==> src/rtl/bfly_sched_pkg.sv <==
// Shared definitions for the butterfly job scheduler.
// Watchdog support is built only when BFLY_SCHED_TIMEOUT_EN is defined.
package bfly_sched_pkg;

    localparam int STATE_W = 3;

    localparam logic [STATE_W-1:0] ST_IDLE   = 3'd0;
    localparam logic [STATE_W-1:0] ST_LOAD   = 3'd1;
    localparam logic [STATE_W-1:0] ST_WAIT   = 3'd2;
    localparam logic [STATE_W-1:0] ST_STREAM = 3'd3;
    localparam logic [STATE_W-1:0] ST_DRAIN  = 3'd4;
    localparam logic [STATE_W-1:0] ST_DONE   = 3'd5;

    localparam int DEF_NUM_REQ   = 2;
    localparam int DEF_LEN_W     = 16;
    localparam int DEF_BEAT_W    = 8;
    localparam int DEF_TIMEOUT_W = 12;

endpackage

==> src/rtl/bfly_rr_arbiter.sv <==
// Combinational round-robin arbiter: first request at or after ptr wins.
// The pointer register lives in the scheduler.
module bfly_rr_arbiter
    import bfly_sched_pkg::*;
#(
    parameter int N = DEF_NUM_REQ
) (
    input  logic [N-1:0]         req,
    input  logic [$clog2(N)-1:0] ptr,
    output logic [N-1:0]         grant
);

    int   idx;
    logic found;

    always_comb begin
        grant = '0;
        found = 1'b0;
        idx   = 0;
        for (int i = 0; i < N; i++) begin
            idx = int'(ptr) + i;
            if (idx >= N) idx = idx - N;
            if (!found && req[idx]) begin
                grant[idx] = 1'b1;
                found      = 1'b1;
            end
        end
    end

endmodule

==> src/rtl/butterfly_job_scheduler.sv <==
// Shares one butterfly engine among NUM_REQ requesters, one job at a time.
// Define BFLY_SCHED_TIMEOUT_EN to build the per-job watchdog.
module butterfly_job_scheduler
    import bfly_sched_pkg::*;
#(
    parameter int NUM_REQ   = DEF_NUM_REQ,
    parameter int LEN_W     = DEF_LEN_W,
    parameter int BEAT_W    = DEF_BEAT_W,
    parameter int TIMEOUT_W = DEF_TIMEOUT_W
) (
    input  logic                       clk,
    input  logic                       rst_n,
    input  logic [NUM_REQ-1:0]         req_vld,
    output logic [NUM_REQ-1:0]         req_rdy,
    input  logic [NUM_REQ-1:0]         req_is_fft,
    input  logic [NUM_REQ-1:0]         req_bypass_p2s,
    input  logic [NUM_REQ*LEN_W-1:0]   req_length,
    input  logic [NUM_REQ*BEAT_W-1:0]  req_coef_beats,
    input  logic                       coef_in_vld,
    output logic                       coef_in_rdy,
    output logic                       eng_coef_vld,
    output logic                       eng_is_fft,
    output logic                       eng_is_bypass_p2s,
    output logic [LEN_W-1:0]           eng_length,
    input  logic                       eng_butterfly_start,
    output logic                       up_gate,
    input  logic                       up_fire,
    input  logic                       dn_fire,
    output logic                       busy,
    output logic [$clog2(NUM_REQ)-1:0] cur_id,
    output logic [NUM_REQ-1:0]         done_vld,
    output logic                       done_err
);

    localparam int ID_W = $clog2(NUM_REQ);

    if (NUM_REQ < 2 || NUM_REQ > 8 || TIMEOUT_W < 2 ||
        LEN_W < 1 || BEAT_W < 1) begin : g_bad_param
        $error("butterfly_job_scheduler: parameter out of range");
    end

    logic [STATE_W-1:0] state;
    logic [STATE_W-1:0] next_state;
    logic [NUM_REQ-1:0] grant;
    logic [ID_W-1:0]    gnt_id;
    logic [ID_W-1:0]    rr_ptr;
    logic [LEN_W-1:0]   gnt_len;
    logic [BEAT_W-1:0]  gnt_beats;
    logic [BEAT_W-1:0]  beats_q;
    logic [BEAT_W-1:0]  beat_cnt;
    logic [LEN_W-1:0]   in_cnt;
    logic [LEN_W-1:0]   out_cnt;
    logic               out_done;
    logic               granted;
    logic               out_phase;

    bfly_rr_arbiter #(.N(NUM_REQ)) u_arb (
        .req   (req_vld),
        .ptr   (rr_ptr),
        .grant (grant)
    );

    always_comb begin
        gnt_id = '0;
        for (int i = 0; i < NUM_REQ; i++)
            if (grant[i]) gnt_id = ID_W'(i);
    end

    assign gnt_len   = req_length[gnt_id*LEN_W +: LEN_W];
    assign gnt_beats = req_coef_beats[gnt_id*BEAT_W +: BEAT_W];
    assign granted   = (state == ST_IDLE) && (|grant);
    assign out_phase = (state == ST_STREAM) || (state == ST_DRAIN);

    // A dn_fire landing in the final DRAIN cycle still counts.
    assign out_done = (out_cnt == eng_length) ||
                      (dn_fire && out_cnt == eng_length - 1'b1);

`ifdef BFLY_SCHED_TIMEOUT_EN
    logic [TIMEOUT_W-1:0] wd_cnt;
    logic                 wd_expire;
    logic                 wd_active;
    logic                 progress;
    logic                 err_q;

    assign wd_active = (state == ST_LOAD) || (state == ST_WAIT) ||
                       out_phase;
    assign progress  = eng_coef_vld | eng_butterfly_start |
                       up_fire | dn_fire;
    assign wd_expire = wd_active && (&wd_cnt);

    always_ff @(posedge clk or negedge rst_n) begin
        if (!rst_n) begin
            wd_cnt <= '0;
            err_q  <= 1'b0;
        end else begin
            if (!wd_active || progress || next_state != state)
                wd_cnt <= '0;
            else
                wd_cnt <= wd_cnt + 1'b1;
            if (wd_expire)
                err_q <= 1'b1;
            else if (state == ST_DONE)
                err_q <= 1'b0;
        end
    end

    assign done_err = (state == ST_DONE) && err_q;
`else
    assign done_err = 1'b0;
`endif

    always_comb begin
        next_state = state;
        case (state)
            ST_IDLE:
                if (|grant) begin
                    if (gnt_len == '0)        next_state = ST_DONE;
                    else if (gnt_beats == '0) next_state = ST_WAIT;
                    else                      next_state = ST_LOAD;
                end
            ST_LOAD:
                if (coef_in_vld && beat_cnt == beats_q - 1'b1)
                    next_state = ST_WAIT;
            ST_WAIT:
                if (eng_butterfly_start) next_state = ST_STREAM;
            ST_STREAM:
                if (up_fire && in_cnt == eng_length - 1'b1)
                    next_state = ST_DRAIN;
            ST_DRAIN:
                if (out_done) next_state = ST_DONE;
            ST_DONE:
                next_state = ST_IDLE;
            default:
                next_state = ST_IDLE;
        endcase
`ifdef BFLY_SCHED_TIMEOUT_EN
        if (wd_expire) next_state = ST_DONE;
`endif
    end

    always_ff @(posedge clk or negedge rst_n) begin
        if (!rst_n) begin
            state             <= ST_IDLE;
            rr_ptr            <= '0;
            cur_id            <= '0;
            eng_is_fft        <= 1'b0;
            eng_is_bypass_p2s <= 1'b0;
            eng_length        <= '0;
            beats_q           <= '0;
            beat_cnt          <= '0;
            in_cnt            <= '0;
            out_cnt           <= '0;
            up_gate           <= 1'b0;
        end else begin
            state   <= next_state;
            up_gate <= (next_state == ST_STREAM);
            if (granted) begin
                cur_id            <= gnt_id;
                rr_ptr            <= (gnt_id == ID_W'(NUM_REQ - 1)) ?
                                     '0 : gnt_id + 1'b1;
                eng_is_fft        <= req_is_fft[gnt_id];
                eng_is_bypass_p2s <= req_bypass_p2s[gnt_id];
                eng_length        <= gnt_len;
                beats_q           <= gnt_beats;
                beat_cnt          <= '0;
                in_cnt            <= '0;
                out_cnt           <= '0;
            end
            if (state == ST_LOAD && coef_in_vld)
                beat_cnt <= beat_cnt + 1'b1;
            if (state == ST_STREAM && up_fire)
                in_cnt <= in_cnt + 1'b1;
            if (out_phase && dn_fire && out_cnt != eng_length)
                out_cnt <= out_cnt + 1'b1;
        end
    end

    assign req_rdy      = (state == ST_IDLE) ? grant : '0;
    assign coef_in_rdy  = (state == ST_LOAD);
    assign eng_coef_vld = (state == ST_LOAD) && coef_in_vld;
    assign busy         = (state != ST_IDLE);
    assign done_vld     = (state == ST_DONE) ?
                          (NUM_REQ'(1) << cur_id) : '0;

endmodule

==> config.mk <==
export PLATFORM = sky130hd
export DESIGN_NAME = butterfly_job_scheduler
export DESIGN_NICKNAME = d
export VERILOG_FILES = /design/src/rtl/bfly_sched_pkg.sv /design/src/rtl/bfly_rr_arbiter.sv /design/src/rtl/butterfly_job_scheduler.sv
export SDC_FILE = /design/constraint.sdc
export NUM_CORES = 1
export LEC_CHECK = 0
export ABC_AREA = 1
export CORE_ASPECT_RATIO = 0.9
export CORE_MARGIN = 4
export CORE_UTILIZATION = 56
export CTS_BUF_LIST = sky130_fd_sc_hd__clkbuf_2
export CTS_CLUSTER_SIZE = 12
export DETAILED_ROUTE_END_ITERATION = 12
export PLACE_DENSITY = 0.86
export RECOVER_POWER = 100
export SLEW_MARGIN = 20
export SYNTH_ARGS = -nofsm -noshare
export SYNTH_HDL_FRONTEND = slang
export SYNTH_SLANG_ARGS = --single-unit
==> constraint.sdc <==
create_clock -name clk -period 2.6 [get_ports clk]
set_input_delay 0.52 -clock clk [delete_from_list [all_inputs] [get_ports clk]]
set_output_delay 0.52 -clock clk [all_outputs]
set_load 0.02 [all_outputs]
==> results of run 1 <==
==> cell usage in the layout, fill, tap and decap left out, types with 6 or more instances in the layout <==
master           synthesis  final
nor2_2                   8      8
dfrtp_1                 72     71
nand3_1                 50     50
clkdlybuf4s50_1          0     59
buf_4                    1      7
inv_1                   85     86
clkbuf_2                 1     12
o21ai_0                 40     42
o22ai_1                 10     10
xnor2_1                 15     15
nand2_2                  8      6
a21oi_1                 15     15
nor2_1                  80     79
xor2_1                  24     24
nand4_1                  9      9
dlygate4sd3_1            0     21
nand2_1                297    299
clkbuf_1                 5      8
==> metrics by stage <==
| step | util (%) | total power (uW) | hold WS, ps | instance area, um2 |
|---|---|---|---|---|
| after detailed placement | 69.4 | 5310 | 495 | 6390 |
| after CTS | 71.4 | 6180 | 503 | 6580 |
| after global routing | 70.6 | 6590 | 519 | 6500 |
| after floorplan | - | 4150 | 224 | 5330 |
| final | 70.6 | 6110 | 531 | 6500 |
| after global placement | 69.4 | 5200 | 495 | 6390 |
==> cells in the mapped netlist, types with 6 or more instances <==
cell     count
o22ai_1     10
nand2_1    297
inv_1       85
dfrtp_1     72
nand4_1      9
inv_2        6
nor2_1      80
xnor2_1     15
a21oi_1     15
xor2_1      24
nor2_2       8
nand2_2      8
nand3_1     50
o21ai_0     40
==> cell type report <==
type	count	area [um2]	area share, %
Tap cell	122	153	2.35
Timing Repair Buffer	102	971	14.9
Multi-Input combinational cell	611	3060	47.0
Sequential cell	72	1800	27.7
Clock buffer	10	50.0	0.770
Inverter	93	354	5.44
Clock inverter	6	116	1.79
==> state kept, by name, summed over array words and instances, names as in the netlist <==
name / count
eng_length: 16
out_cnt: 16
beats_q: 8
state: 3
eng_is_fft: 1
up_gate: 1
rr_ptr: 1
cur_id: 1
eng_is_bypass_p2s: 1
beat_cnt: 8
in_cnt: 16
==> worst min-delay path, delay by kind of cell <==
kind                   cells  cell delay [ps]
and+or+nand+nor            2              120
buffers and inverters      1              390
==> repair_timing <==
| item | in CTS | in global routing |
|---|---|---|
| gates cloned | 0 | 0 |
| buffers inserted | 0 | 0 |
| hold buffers | 1 | 0 |
| gates resized for setup | 6 | 6 |
| pin swaps | 0 | 0 |
| endpoints found under the setup margin | 5 | 5 |
| hold endpoints to repair | 13 | 0 |
==> how the worst max path moves through the flow <==
| stage | startpoint | to | slack (ps) |
|---|---|---|---|
| after floorplan | eng_length[0] | up_gate | 590 |
| after global placement | req_vld[0] | up_gate | 60 |
| after detailed placement | req_vld[1] | up_gate | -20 |
| after CTS | state[0] | busy | 10 |
| after global routing | state[1] | eng_coef_vld | -3 |
| final | state[1] | coef_in_rdy | 110 |
==> power by group <==
group / leakage (uW) / internal [uW] / switching (uW)
registers: 0.000945 / 1410 / 449
clock network: 0.0000967 / 426 / 439
logic: 0.00223 / 1320 / 2070
total: 0.00327 / 3150 / 2960
==> cells by family after synthesis <==
| kind of cell | count (synthesis) |
|---|---|
| flip-flops | 72 |
| AO/OA/AOI/OAI | 78 |
| buffers and inverters | 109 |
| multiplexers | 2 |
| AND/OR/NAND/NOR | 482 |
| XOR/XNOR | 43 |
| adder cells (fa/ha/maj) | 5 |
| other | 1 |
==> layer usage <==
| metal | wire (um) | global-route usage (%) |
|---|---|---|
| met5 | 0 | 0 |
| met2 | 7070 | 46.0 |
| met1 | 6860 | 36.9 |
| met3 | 1090 | 5.16 |
| met4 | 320 | 9.47 |
==> results by group, run 1 <==
Status
  • Status: complete, but fails checks
  • Violations in the final reports: max-capacitance violations, max-slew violations

Placement
  • HPWL Detailed: 12,000 um
  • DP Cell Count: 999
  • Final weighted congestion in routability-driven placement: 0.914
  • Worst slack at placement: -21.2 ps
  • PortBufs: 86

Job
  • Max cap viols: 1

Floorplanning
  • Starting density of the core: 57.9%
  • Area of the core: 9210 um2
  • Chip height: slightly above 100 um
  • Boundary Pins: 88
  • DIE WIDTH: approximately 110 um
  • Row count: 33
  • Die area: 11,100 um2

CTS
  • CTS max path bufs: 2
  • Clk Latency, worst-skew pair: about 540 ps
  • CTS tree: yes
  • Clk root buf: clkbuf_2
  • Clock Sink Count: 72
  • Clk slew on worst S/H paths: 220 ps
  • Htree depth: 3
  • CTS Buf Count: 9

Cells and area
  • Number of antenna diodes: 0
  • Post-Layout Cell Count: 1,016
  • Area grow syn2layout: 22.0%
  • Nets: ~950
  • Ratio of cells with drive above 1 in the final layout: 7.72%
  • FILL cells: 773

Synthesis
  • Synth Area in Compound Gates: 8.00%
  • Number of flops mapped to enable cells by yosys: 0
  • Adder-cell share of the synthesized area: under 10%
  • Multiplexer share of the synthesized area: less than 1%
  • Synth unique cells: 48
  • Post-Synth Simple-Gate Area: 39.8%
  • Post-Synth XOR/XNOR Area: just over 8%
  • Synth area leaders: dfrtp_1 34%, nand2_1 21%, inv_1 6.0%, nor2_1 5.6%, nand3_1 4.7%
  • Post-synth top flop: dfrtp_1
  • Syn Area/Cell: 6.73 um2
  • Top cell type's share of synthesized area: 33.8%
  • Synth Net Count: 857
  • Main combinational cell family by area after synthesis: simple AND/OR/NAND/NOR gates
  • Post-synth ARST share: 100%
  • Warnings from Yosys: 0
  • Area of the mapped netlist: 5330 um2
  • Synthesized flop and latch total: 72
  • Sequential area share after synthesis: about 34%
  • Yosys top cell by area: dfrtp_1
  • Mapped Cells: a little under 800

Pwr
  • Pwr Density: 940 nW/um2
  • Leak: 0.00327 uW
  • Worst VDD drop: 0.493 mV

Route
  • 1st-pass router iterations: 5
  • Via count: between 5,000 and 6,000
  • Total Routed Length: 15,400 um
  • DR DRC count: 0
  • DR iter-0 viols: 466
  • Via density: 5.47
  • Wirelength per Cell: 15.1 um
  • Post-DRT Antenna Nets: 0

STA
  • Final Max Tran Viols: 28
  • Slew Limit Headroom: -5.64%
  • Final hold viol count: 0
  • Clock Skews: 50.2 ps
  • Max Fclk: about 400 MHz
  • Post-route setup slack: 109 ps
  • Period minus WS final: 2490 ps
  • Least-Margin Pin Slew: around 1600 ps
  • Setup TNS: 0 ps
  • # setup viols final: 0
  • Period utilisation layout: 95.8%

Global route
  • First-pass GRT wire length: roughly 25,000 um
  • GRT Total Usage: 27.8%
  • Vias in the first global route: 5,385
  • Total grt overflow: 0
  • Initial antenna violation count: 0
  • Largest net degree at the start of global routing: 30

Worst setup path
  • Crit-path cells: inv_1 -> nand2_1 -> nor2_4 -> clkdlybuf4s50_1
  • CP endpoint kind: output pin
  • Crit path max-delay cell type: clkdlybuf4s50_1
  • Startpoint types: flip-flop
  • Worst Path Buf+Inv: 2
  • CP Depth: 4
  • CP arrival: 1970 ps
  • Critical path's largest stage delay: 630 ps
  • R2R Path End: out_cnt[14]
  • Crit-path max FO: 4
  • FF-to-FF setup slack: roughly 230 ps
  • Crit path max-delay family: buffers and inverters
  • Kind of critical path: reg2out
  • Register-to-Register Path Depth: 11
  • Worst r2r src: eng_length[3]
  • Crit path required time: 2080 ps

Hold path
  • Worst Hold Path Cells: 3
  • HP Class: in2reg
  • Hold Path Origin: req_is_fft[0]
  • Min-Delay Endpoint: eng_is_fft
Power figures use the tool's default switching activity.
==> run 2: changes to the inputs <==
Settings changed: CORE_MARGIN 4 to default.
==> run 2 against run 1 <==
Net effect:
- the run now ends clean
- first-iteration DRC count decreased by 8.8%
- critical path depth unchanged
- cell area decreased by 0.63%
- non-clock buffer count unchanged
- clock power decreased by 23%
- fmax increased by 0.75%
- routed wire length decreased by 3.0%
- critical endpoint is now done_vld[1]
- sequential share of layout area increased by 0.16 points
- clock skew increased by 21 ps
==> results by group, run 2 (synthesized netlist as in run 1, its figures left out) <==
Cells and area
  • FILL cells: 817 (+5.7%)
  • Multi-input logic area: 3060 um2 (+0.25%)
  • Reg area: 1800 um2 (about the same)
  • Largest regs: eng_length: 16 flops, in_cnt: 16 flops, out_cnt: 16 flops
  • Area grow syn2layout: 21.2%
  • Number of antenna diodes: 0 (unchanged)
  • Ratio of cells with drive above 1 in the final layout: 7.94% (+0.22 points)
  • Commonest non-fill, non-tap cell in the layout: nand2_1
  • Final Instance Area: 6460 um2 (-0.63%)
  • Nets: 954 (unchanged)
  • Commonest non-fill, non-tap cells in the layout: 298 x nand2_1, 85 x inv_1, 80 x nor2_1, 72 x dfrtp_1, 60 x clkdlybuf4s50_1

Route
  • Via density: 5.40 (-1.2%)
  • 1st-pass router iterations: 6 (+1)
  • Via count: 5,487 (-1.2%)
  • DR iter-0 viols: 425 (-8.8%)
  • DR DRC count: 0 (unchanged)
  • Wirelength per Cell: 14.7 um (-3.0%)
  • Post-DRT Antenna Nets: 0 (unchanged)
  • Total Routed Length: 14,900 um (-3.0%)

Floorplanning
  • Row count: 33 (unchanged)
  • DIE WIDTH: 105 um (-5.4%)
  • Die area: 9920 um2 (-11%)
  • Chip height: 94.6 um (-6.0%)
  • Boundary Pins: 88 (unchanged)
  • Starting density of the core: 58.2% (+0.26 points)
  • Area of the core: 9170 um2 (-0.45%)

Global route
  • First-pass GRT wire length: 24,000 um (-4.8%)
  • Vias in the first global route: 5,006 (-7.0%)
  • GRT Total Usage: 31.0% (+3.2 points)
  • Total grt overflow: 0 (unchanged)
  • GRT met2 Usage: 51.0% (+5.0 points)
  • Most used routing layer: met2
  • Largest net degree at the start of global routing: 49 (+63%)
  • Met1 usage: 42.9% (+5.9 points)
  • Met3 GRT Util: 4.14% (-1.0 points)
  • Initial antenna violation count: 0 (unchanged)

Placement
  • Placed Area: 6380 um2 (-0.20%)
  • PortBufs: 86 (unchanged)
  • HPWL Detailed: 11,800 um (-1.7%)
  • Final weighted congestion in routability-driven placement: 0.981 (+7.4%)

Worst setup path
  • Startpoint types: flip-flop
  • Kind of critical path: reg2out
  • Crit-path max FO: 4 (unchanged)
  • CP arrival: 1950 ps (-20 ps)
  • Crit path required time: 2080 ps (about the same)
  • CP endpoint kind: output pin

Pwr
  • Pwr Density: 911 nW/um2 (-3.1%)
  • Worst VDD drop: 0.543 mV (+10%)
  • Leak: 0.00327 uW (about the same)

STA
  • # setup viols final: 0 (unchanged)
  • Max Fclk: 404 MHz (+0.75%)
  • Period minus WS final: 2470 ps (-18.4 ps)
  • Slew Limit Headroom: 1.94% (+7.6 points)
  • Clock Skews: 71.4 ps (+21.1 ps)
  • Least-Margin Pin Slew: 1470 ps (-114 ps)
  • RSZ-0062 raised after global routing: false
  • Tightest hold margin: 512 ps (-18.8 ps)
  • Final Max Tran Viols: 0 (-100%)
  • Final hold viol count: 0 (unchanged)
  • Period utilisation layout: 95.1% (-0.71 points)

Status
  • Status: finished, final reports clean

CTS
  • CTS Buf Count: 9 (unchanged)
  • Setup Buffers After CTS: 0 (unchanged)
  • CTS max path bufs: 2 (unchanged)
  • Clk root buf: clkbuf_2
  • Clock Sink Count: 72 (unchanged)
  • Clk Latency, worst-skew pair: 550 ps (about the same)
  • Htree depth: 3 (unchanged)
  • Clk slew on worst S/H paths: 230 ps (about the same)
  • CTS tree: yes

Hold path
  • HP Class: in2reg

Job
  • Max cap viols: 0 (-1)
[run 2: metrics by stage]
step	std cells	total power, uW	TNS, ps	utilization, %	setup slack (ps)
finish	1016	5890	0	70.5	128
global route	1016	6360	0	70.5	2.76
CTS	1016	5960	0	71.0	17.0
detailed placement	999	5290	-151	69.6	-78.5
global placement	999	5200	0	69.6	66.3
floorplan	792	4150	0	-	594
[run 2: critical path: stages (launching register included)]
cell and delay [ps]:
dfrtp_1 470, inv_1 120, nand3_1 140, nor2_1 130
clkdlybuf4s50_1 610
[run 2: power by group]
part / switching, uW / internal [uW] / total, uW
Sequential: 484 / 1410 / 1890
Combinational: 2030 / 1300 / 3320
Clock: 432 / 237 / 669
Total: 2940 / 2940 / 5890
[run 2: worst paths after layout]
kind	end	startpoint	cells past startpoint	slack [ps]
setup / recovery	done_vld[1]	state[1]	4	130
hold / removal	eng_is_fft	req_is_fft[0]	3	510
setup reg to reg	out_cnt[2]	eng_length[15]	8	190
hold reg to reg	beat_cnt[7]	beat_cnt[7]	1	530
max in group asynchronous	eng_length[9]	rst_n	3	790
min in group asynchronous	in_cnt[15]	rst_n	2	800
[run 2: area by class of cell]
| type | instances | area share, % |
|---|---|---|
| clock buffers | 12 | 0.929 |
| well taps | 122 | 2.36 |
| inverters | 93 | 5.48 |
| repair buffers | 102 | 15.1 |
| flip-flops and latches | 72 | 27.9 |
| clock inverters | 4 | 0.852 |
| multi-input cells | 611 | 47.4 |
[run 2: what timing repair did]
item,CTS,global route
endpoints found under the setup margin,4,3
gates cloned,0,0
resized for setup,4,3
hold buffers,1,0
endpoints found under the hold margin,24,0
[run 2: routing by layer]
metal	wire length [um]	part of all wire (%)	vias to the layer above
met5	0	0	-
met4	290	1.9	0
met3	1010	6.8	27
met2	6750	45	228
met1	6850	46	2541
li1	-	-	2691
==> run 3: changes to the inputs <==
Settings changed: CORE_UTILIZATION 56 to 50, PLACE_DENSITY 0.86 to 0.82, SYNTH_HIERARCHICAL from default to 1.
Clock period 2.6 ns to 2.1 ns, I/O delays scaled along.
==> run 3 against run 2 <==
Net effect:
- the flow now finishes with violations (negative setup slack)
- first-iteration DRC count up 11%
- clock power up 60%
- cell count up 3.9%
- combinational power up 65%
- count of clock-buffer cells in the layout down 3
- via count up 3.4%
- critical path depth up 11
- flip-flop and latch count unchanged
==> results by group, run 3 <==
Status
  • Status: complete, but fails checks
  • Violations in the final reports: negative setup slack

Global route
  • Vias in the first global route: 5,128 (+2.4%)
  • Largest net degree at the start of global routing: 42 (-14%)
  • Total grt overflow: 0 (unchanged)
  • GRT Total Usage: 29.2% (-1.8 points)
  • Initial antenna violation count: 1 (+1)
  • First-pass GRT wire length: 24,600 um (+2.5%)

STA
  • Period minus WS final: between 2000 and 2500 ps
  • Period utilisation layout: 101%
  • Clock Skews: 31.7 ps (-39.7 ps)
  • Slew Limit Headroom: 43.7% (+42 points)
  • Least-Margin Pin Slew: 845 ps (-626 ps)
  • Post-route setup slack: -22.1 ps (-150 ps)
  • Final Max Tran Viols: 0 (unchanged)
  • RSZ-0062 raised after global routing: true
  • Setup TNS: -30.6 ps (-30.6 ps)
  • Final hold viol count: 0 (unchanged)
  • Max Fclk: around 470 MHz
  • # setup viols final: 2 (+2)
  • Tightest hold margin: 422 ps (-90.5 ps)

Cells and area
  • Number of antenna diodes: 0 (unchanged)
  • FILL cells: 788 (-3.5%)
  • Reg area: 1820 um2 (+0.97%)
  • Commonest non-fill, non-tap cells in the layout: 217 x nand2_1, 77 x buf_4, 71 x inv_1, 68 x nor2_1, 63 x clkdlybuf4s50_1
  • Commonest non-fill, non-tap cell in the layout: nand2_1
  • Largest regs: eng_length: 16 flops, in_cnt: 16 flops, out_cnt: 16 flops
  • Area grow syn2layout: 37.3%
  • Ratio of cells with drive above 1 in the final layout: 22.4% (+14 points)
  • Fin util: 70.9% (+0.35 points)
  • Nets: 987 (+3.5%)
  • Multi-input logic area: 3190 um2 (+4.0%)

CTS
  • CTS max path bufs: 2 (unchanged)
  • Htree depth: 3 (unchanged)
  • CTS Buf Count: 9 (unchanged)
  • Clk Latency, worst-skew pair: 530 ps (-20 ps)
  • Clock Sink Count: 72 (unchanged)
  • CTS tree: yes
  • Clk root buf: clkbuf_2
  • Clk slew on worst S/H paths: 240 ps (about the same)

Route
  • Wirelength per Cell: 14.9 um (+1.9%)
  • Via density: 5.37 (-0.51%)
  • 1st-pass router iterations: 5 (-1)
  • DR iter-0 viols: 470 (+11%)
  • Total Routed Length: 15,800 um (+6.0%)
  • DR DRC count: 0 (unchanged)
  • Post-DRT Antenna Nets: 0 (unchanged)
  • Via count: 5,674 (+3.4%)

Synthesis
  • Synth area leaders: dfrtp_1 34%, nand2_1 16%, nor2_1 5.5%, inv_1 5.3%, nand3_1 5.0%
  • Yosys top cell by area: dfrtp_1
  • Top-count cell post-synth: nand2_1
  • Post-synth ARST share: 100% (unchanged)
  • Post-synth top flop: dfrtp_1
  • Synth Area in Compound Gates: 10.0% (+2.0 points)
  • Synth Net Count: 823 (-4.0%)
  • Multiplexer share of the synthesized area: 1.51% (+1.1 points)
  • Post-Synth Simple-Gate Area: 37.5% (-2.3 points)
  • Syn Area/Cell: 6.97 um2 (+3.6%)
  • Warnings from Yosys: 6 (+6)
  • Main combinational cell family by area after synthesis: simple AND/OR/NAND/NOR gates
  • Area of the mapped netlist: 5290 um2 (-0.87%)
  • Post-Synth XOR/XNOR Area: 6.63% (-1.5 points)
  • Mapped Cells: 758 (-4.3%)
  • Synthesized flop and latch total: 72 (unchanged)
  • Adder-cell share of the synthesized area: 1.18% (+0.010 points)
  • Synth unique cells: 50 (+4.2%)
  • Commonest cells in the netlist: 222 x nand2_1, 77 x nor2_1, 75 x inv_1, 72 x dfrtp_1, 53 x nand3_1
  • Sequential area share after synthesis: 34.1% (+0.30 points)
  • Top cell type's share of synthesized area: 34.1% (+0.30 points)
  • Number of flops mapped to enable cells by yosys: 0 (unchanged)

Pwr
  • Worst VDD drop: 0.967 mV (+78%)
  • Final Power: 8770 uW (+49%)
  • Pwr Density: 1210 nW/um2 (+33%)
  • Leak: 0.00360 uW (+9.9%)

Placement
  • PortBufs: 86 (unchanged)
  • Final weighted congestion in routability-driven placement: 1.00 (+1.9%)
  • HPWL Detailed: 11,800 um (-0.43%)

Floorplanning
  • Area of the core: 10,200 um2 (+12%)
  • Die area: 11,000 um2 (+11%)
  • Chip height: 99.5 um (+5.3%)
  • DIE WIDTH: 110 um (+5.3%)
  • Boundary Pins: 88 (unchanged)
  • Starting density of the core: 51.6% (-6.6 points)
  • Row count: 35 (+6.1%)

Worst setup path
  • Critical path's largest stage delay: 500 ps (-110 ps)
  • CP endpoint kind: flip-flop
  • Critical path origin: eng_length[3]
  • Crit-path cells: buf_6 -> nor2_4 -> nand2_4 -> nor2_4 -> nand2_1 -> nand3_1 -> nand2_1 -> nor2_1 -> nand3_1 -> nor2_2 -> nand2_1 -> nand2_2 -> nand3_2 -> nand2_1 -> inv_1
  • Kind of critical path: reg2reg
  • CP arrival: 2550 ps (+600 ps)
  • Cell mode on critical path: nand2_1
  • Startpoint types: flip-flop
  • Setup crit end: up_gate
  • Crit path required time: 2530 ps (+450 ps)
  • Crit-path max FO: 5 (+1)
  • FF-to-FF setup slack: -20 ps (-210 ps)
  • R2R Path End: up_gate
  • Worst r2r src: eng_length[3]
  • Crit path max-delay cell type: dfrtp_2
  • Register-to-Register Path Depth: 15 (+7)

Job
  • Max cap viols: 0 (unchanged)

Hold path
  • HP Class: in2reg
[run 3: through the flow]
stage          std cells  instance area, um2  setup WS [ps]
2_1_floorplan        758                5290           24.1
3_5_place_dp        1009                6650           -529
5_1_grt             1056                7260           -137
3_3_place_gp        1009                6650           -504
4_1_cts             1042                6970          -12.4
6_report            1056                7260          -22.1
[run 3: cell type report]
class	count	share of cell area (%)
Multi-Input combinational cell	577	43.9
Clock buffer	9	0.620
Timing Repair Buffer	174	21.9
Sequential cell	72	25.1
Tap cell	129	2.22
Inverter	88	4.70
Clock inverter	7	1.64
[run 3: report_power, final]
group,internal (uW),switching (uW),leakage (uW)
clock,515,558,0.0000901
sequential,1760,459,0.000934
combinational,2350,3130,0.00257
[run 3: critical path: cells and delay by family (launching register included)]
| kind | cells | cell delay (ps) |
|---|---|---|
| flip-flops | 1 | 500 |
| buffers and inverters | 2 | 190 |
| AND/OR/NAND/NOR | 13 | 1340 |
[run 3: worst min path at each step]
| stage | endpoint | cells after the start | start |
|---|---|---|---|
| final | eng_is_bypass_p2s | 3 | req_bypass_p2s[1] |
| after floorplan | beat_cnt[0] | 0 | rst_n |
| after CTS | out_cnt[7] | 2 | rst_n |
| after global placement | out_cnt[7] | 1 | rst_n |
| after detailed placement | out_cnt[7] | 1 | rst_n |
| after global routing | eng_is_bypass_p2s | 3 | req_bypass_p2s[1] |
[run 3: what timing repair did]
action                                  4_1_cts  5_1_grt
gates resized for setup                      59       57
endpoints found under the setup margin       23       23
hold buffers                                  1        0
gates cloned                                  0        1
buffers inserted                             16       14
endpoints found under the hold margin        31        0
pin swaps                                     4       29
[run 3: metal layers]
| metal | vias up | wire, um | GRT usage [%] | part of all wire (%) |
|---|---|---|---|---|
| met4 | 2 | 428 | 9.62 | 2.7 |
| met5 | - | 18 | 0 | 0.11 |
| met3 | 53 | 1430 | 6.36 | 9.1 |
| met1 | 2578 | 6660 | 39.3 | 42 |
| met2 | 271 | 7240 | 46.2 | 46 |
| li1 | 2770 | - | - | - |
[run 3: cell families after synthesis]
group                    Yosys count
flip-flops                        72
multiplexers                       8
buffers and inverters            109
XOR/XNOR                          40
adder cells (fa/ha/maj)            5
other                              1
AO/OA/AOI/OAI                     94
AND/OR/NAND/NOR                  429
